===== src/rtl/nios_flash_interface_niosii_oci_dct_packer.sv =====
// rtl/nios_flash_interface_niosii_oci_dct_packer.sv - packs 2-bit trace symbols into 30-bit frames and sequences end-of-test
// Optional feature macro: OCI_DCT_DROP_EN (drop symbols on a full, blocked accumulator and count them in drop_cnt)
module nios_flash_interface_niosii_oci_dct_packer #(
    parameter int SYM_W = 2,
    parameter int DEPTH = 15,
    parameter int CNT_W = 4
) (
    input  logic                   clk,
    input  logic                   reset_n,
    input  logic                   sym_valid,
    input  logic [SYM_W-1:0]       sym_data,
    output logic                   sym_ready,
    input  logic                   flush,
    input  logic                   test_end_req,
    output logic                   out_valid,
    input  logic                   out_ready,
    output logic [SYM_W*DEPTH-1:0] dct_buffer,
    output logic [CNT_W-1:0]       dct_count,
    output logic                   test_ending,
`ifdef OCI_DCT_DROP_EN
    output logic [7:0]             drop_cnt,
`endif
    output logic                   test_has_ended
);

    localparam int BUF_W = SYM_W * DEPTH;
    localparam logic [CNT_W-1:0] FULL_CNT = CNT_W'(DEPTH);

    typedef enum logic [1:0] {
        ST_ACCUM  = 2'd0,
        ST_ENDING = 2'd1,
        ST_ENDED  = 2'd2
    } state_t;

    state_t             state;
    state_t             state_nx;
    logic [BUF_W-1:0]   acc_buf;
    logic [CNT_W-1:0]   acc_cnt;
    logic [BUF_W-1:0]   out_buf;
    logic [CNT_W-1:0]   out_cnt;
    logic               out_valid_q;
    logic               flush_pend;

    logic               in_accum;
    logic               acc_full;
    logic               out_free;
    logic               sym_take;
    logic               sym_store;
    logic               flush_req;
    logic [BUF_W-1:0]   merged_buf;
    logic [CNT_W-1:0]   merged_cnt;
    logic               cond_a;
    logic               xfer;
    logic [BUF_W-1:0]   acc_buf_nx;
    logic [CNT_W-1:0]   acc_cnt_nx;

    assign in_accum = (state == ST_ACCUM);
    assign acc_full = (acc_cnt == FULL_CNT);
    assign out_free = !out_valid_q || out_ready;

`ifdef OCI_DCT_DROP_EN
    assign sym_ready = reset_n && in_accum;
`else
    assign sym_ready = reset_n && in_accum && (!acc_full || out_free);
`endif

    assign sym_take  = sym_valid && sym_ready;
    // A symbol offered to a full, blocked accumulator is only possible in drop mode
    assign sym_store = sym_take && !(acc_full && !out_free);
    assign flush_req = in_accum ? (flush || flush_pend) : (state == ST_ENDING);

    always_comb begin
        merged_buf = acc_buf;
        merged_cnt = acc_cnt;
        if (sym_store && !acc_full) begin
            for (int k = 0; k < DEPTH; k++) begin
                if (acc_cnt == CNT_W'(k)) begin
                    merged_buf[k*SYM_W +: SYM_W] = sym_data;
                end
            end
            merged_cnt = acc_cnt + 1'b1;
        end
    end

    assign cond_a = (merged_cnt == FULL_CNT) || (flush_req && (merged_cnt != '0));
    assign xfer   = cond_a && out_free;

    // When a full accumulator drains and a symbol arrives in the same cycle, it starts the next frame
    always_comb begin
        acc_buf_nx = merged_buf;
        acc_cnt_nx = merged_cnt;
        if (xfer) begin
            acc_buf_nx = '0;
            acc_cnt_nx = '0;
            if (sym_store && acc_full) begin
                acc_buf_nx[SYM_W-1:0] = sym_data;
                acc_cnt_nx            = CNT_W'(1);
            end
        end
    end

    always_ff @(posedge clk) begin
        if (!reset_n) begin
            acc_buf     <= '0;
            acc_cnt     <= '0;
            out_buf     <= '0;
            out_cnt     <= '0;
            out_valid_q <= 1'b0;
            flush_pend  <= 1'b0;
        end else begin
            acc_buf    <= acc_buf_nx;
            acc_cnt    <= acc_cnt_nx;
            flush_pend <= in_accum && flush_req && (acc_cnt_nx != '0);
            if (xfer) begin
                out_buf     <= merged_buf;
                out_cnt     <= merged_cnt;
                out_valid_q <= 1'b1;
            end else if (out_valid_q && out_ready) begin
                out_valid_q <= 1'b0;
            end
        end
    end

`ifdef OCI_DCT_DROP_EN
    always_ff @(posedge clk) begin
        if (!reset_n) begin
            drop_cnt <= '0;
        end else if (sym_take && acc_full && !out_free && (drop_cnt != 8'hFF)) begin
            drop_cnt <= drop_cnt + 8'd1;
        end
    end
`endif

    always_ff @(posedge clk) begin
        if (!reset_n) begin
            state <= ST_ACCUM;
        end else begin
            state <= state_nx;
        end
    end

    // ENDING completes once the residue is gone and the last frame is leaving this cycle
    always_comb begin
        state_nx = state;
        case (state)
            ST_ACCUM: begin
                if (test_end_req) begin
                    state_nx = ST_ENDING;
                end
            end
            ST_ENDING: begin
                if ((acc_cnt == '0) && (!out_valid_q || out_ready)) begin
                    state_nx = ST_ENDED;
                end
            end
            ST_ENDED: state_nx = ST_ENDED;
            default:  state_nx = ST_ACCUM;
        endcase
    end

    always_comb begin
        test_ending    = (state == ST_ENDING) || (state == ST_ENDED);
        test_has_ended = (state == ST_ENDED);
    end

    assign out_valid  = out_valid_q;
    assign dct_buffer = out_buf;
    assign dct_count  = out_cnt;

endmodule


===== config.mk =====
export PLATFORM = sky130hd
export DESIGN_NAME = nios_flash_interface_niosii_oci_dct_packer
export DESIGN_NICKNAME = d
export VERILOG_FILES = /design/src/rtl/nios_flash_interface_niosii_oci_dct_packer.sv
export SDC_FILE = /design/constraint.sdc
export NUM_CORES = 1
export LEC_CHECK = 0
export ABC_AREA = 0
export BUFFER_PORTS_ARGS = -buffer_cell sky130_fd_sc_hd__buf_2
export CAP_MARGIN = 20
export CORE_ASPECT_RATIO = 0.5
export CORE_MARGIN = 4
export CORE_UTILIZATION = 35
export CTS_CLUSTER_DIAMETER = 120
export DETAILED_ROUTE_END_ITERATION = 8
export PLACE_DENSITY_LB_ADDON = 0.05
export SYNTH_ARGS = -nofsm -noshare
export SYNTH_HDL_FRONTEND = slang
export SYNTH_SLANG_ARGS = --single-unit

===== constraint.sdc =====
create_clock -name clk -period 2.7 [get_ports clk]
set_input_delay 0.135 -clock clk [delete_from_list [all_inputs] [get_ports clk]]
set_output_delay 0.135 -clock clk [all_outputs]
set_load 0.005 [all_outputs]

==> results.toml <==
[status]
status = "completed"

[run]
drv_cap = 0

[cells_and_area]
layout.cells.non_filler = 479
diodes = 0
utilization_pct = 44.1
syn2layout_area_growth_pct = 22.6
mostFrequentLayoutCells = "72 x dfxtp_1, 45 x buf_2, 34 x mux2i_1, 34 x nor2_1, 32 x nand3_1"
final_common_cell = "dfxtp_1"
nets = 373
finalInstanceArea_sq_um = 3820
drive_above_1_share_pct = 22.9

[global_routing]
grt_pass1_vias = 2360
grt_max_degree = 36
grt_pass1_wl_um = 12300
grt_usage_pct = 15.2
overflow = 0
antenna_found_initial = 0

[timing]
setup_violations = 0
max_clock_freq_mhz = 396
post-route-period-util_pct = 93.5
finalCriticalPeriod_ns = 2.53
rsz0062_at_grt = "no"
tightest_slew_ns = 0.627
slew_violations = 0
tns_ns = 0
slew_headroom_pct = 58.1
finalHoldViolCount = 0
skew_ns = 0.00412

[routing]
num_vias = 2401
ant_nets = 0
via_per_inst = 5.01
wl_met2_um = 3020
routedWlPerCell_um = 15.9
dr.pass1.iters = 4
wl_met3_um = 364
route.layer.met1.wl_um = 4180
post-route-drc-count = 0
drt_iter0_markers = 157
dr.max_layer_used = "met4"
wl_um = 7640

[worst_setup_path]
worst-path-stages = 9
crit_start = "state[0]"
slowest_stage = "o32a_2"
crit_arrival_ns = 2.74
reg2reg_to = "acc_buf[3]"
rrSetupSlack_ns = 0.17
path_buf_inv = 2
crit_path_max_fanout = 31
required_ns = 2.91
critPathMaxStageDelay_ns = 0.43
critPathTopFamily = "compound AO/OA/AOI/OAI gates"
r2r_cells = 9
endpoint_kind = "register"
crit_path_start_kind = "register"
reg2reg_from = "state[0]"
critPathKind = "register to register"
path_cells = "inv_1 -> ha_1 -> and3_1 -> nand3b_4 -> o221a_2 -> o32a_2 -> o21ai_2 -> buf_12 -> nor2_1"

[yosys]
yosysTopAreaCell = "dfxtp_1"
yosys_warnings = 0
ys_types = 41
synthesis.nets = 331
synth_edf_count = 0
ys_async_sr_fraction_pct = 0
netlist_instances = 315
synth_area_leaders = "dfxtp_1 46%, mux2i_1 11%, o211a_1 9.0%"
syn_area_sq_um = 3120
synth-seq-area-share_pct = 46.2
ys_ff_latch = 72
synth_area_per_cell_sq_um = 9.90
synthFlopType = "dfxtp_1"
synth_top_area_share_pct = 46.2

[placed_design]
dp.cells = 463
portBuffers = 45
dp_hpwl_um = 5190
placed_area_sq_um = 3480
gp_congestion = 0.806

[hold_path]
whs_path_depth = 3
hold_path_end = "flush_pend"
hp-start = "flush"
hp-class = "primary input to register"

[pwr]
p_total_mw = 3.86
p_per_area_nw_per_um2 = 1010
p_leak_nw = 1.97
ir_drop_mv = 0.429

[floorplan]
core_area_sq_um = 8680
dieArea_sq_um = 10600
die_y_um = 74.8
io-pin-count = 46
die_x_um = 142
rows = 24
start_util_pct = 35.9

[clock_network]
cts_max_path_buffers = 2
cts_buffers = 9
cts_root_buf = "clkbuf_16"
clk_transition_reported_paths_ns = 0.06
htreeDepth = 3
cts_sinks = 72
cts_tree = "yes"
ctsHoldBuffers = 0
cts_resized = 0
clk_latency_ns = 0.33
cts_setup_buffers = 0
## worst reg2reg max path, delay by kind of cell (launching register included)
| family | cells | cell delay, ns |
|---|---|---|
| DFF | 1 | 0.32 |
| adders and majority gates | 1 | 0.31 |
| AOI/OAI and AO/OA | 3 | 0.92 |
| buffers and inverters | 2 | 0.32 |
| and+or+nand+nor | 3 | 0.53 |
## cells by family (layout without fill, tap and decap cells)
family	count (synthesis)	after routing	synth area share (%)
xor gates and xnor gates	1	1	0.281
AOI/OAI and AO/OA	54	54	15.6
DFF	72	72	46.2
adders and majority gates	8	8	3.21
muxes	36	36	11.6
and+or+nand+nor	111	111	18.1
buffers and inverters	33	80	4.97
## layer usage
metal  GRT usage, %  vias to the layer above
met3           5.33                        6
met2           21.9                       50
met5              0                        -
met1           21.6                     1127
met4           3.94                        0
li1               -                     1218
## how the worst max path moves through the flow
stage | to | slack, ns
after floorplan | dct_buffer[0] | 0.30
after global placement | acc_cnt[1] | 0.23
after detailed placement | acc_buf[3] | 0.20
after CTS | acc_buf[3] | 0.18
after global routing | acc_buf[1] | 0.03
final | acc_buf[3] | 0.17
## synthesized netlist by cell type, types with 2 or more instances
| cell | instances |
|---|---|
| nor3_1 | 2 |
| o21ai_0 | 6 |
| nor2b_1 | 5 |
| nand2_1 | 13 |
| mux2_2 | 2 |
| nor2_1 | 34 |
| a21oi_1 | 5 |
| nand4_1 | 10 |
| o211a_1 | 28 |
| buf_4 | 4 |
| nor3b_1 | 3 |
| and3_1 | 6 |
| buf_2 | 7 |
| clkbuf_1 | 14 |
| inv_1 | 7 |
| mux2i_1 | 34 |
| ha_1 | 8 |
| dfxtp_1 | 72 |
| a21boi_0 | 2 |
| nand3_1 | 32 |
## where the power goes
| part | switching, mW | internal [mW] |
|---|---|---|
| sequential | 0.0928 | 1.25 |
| combinational | 0.644 | 0.513 |
| clock | 0.434 | 0.927 |
## through the flow
| stage | hold slack (ns) | setup slack (ns) |
|---|---|---|
| 6_report | 0.202 | 0.175 |
| 3_5_place_dp | 0.448 | 0.197 |
| 2_1_floorplan | 0.302 | 0.300 |
| 3_3_place_gp | 0.454 | 0.233 |
| 4_1_cts | 0.180 | 0.184 |
| 5_1_grt | 0.240 | 0.0342 |
## flip-flops by register name, summed over array words and instances (netlist names)
register    count
out_valid       1
dct_count       4
dct_buffer     30
state           2
acc_buf        30
acc_cnt         4
flush_pend      1
## cell type report
class / instances / area (sq um)
Fill cell: 870 / 4850
Multi-Input combinational cell: 210 / 1520
Sequential cell: 72 / 1440
Timing Repair Buffer: 57 / 340
Clock buffer: 11 / 243
Tap cell: 117 / 146
Clock inverter: 5 / 104
Inverter: 7 / 26.3
Note: power is estimated with default switching activity, not from simulation.
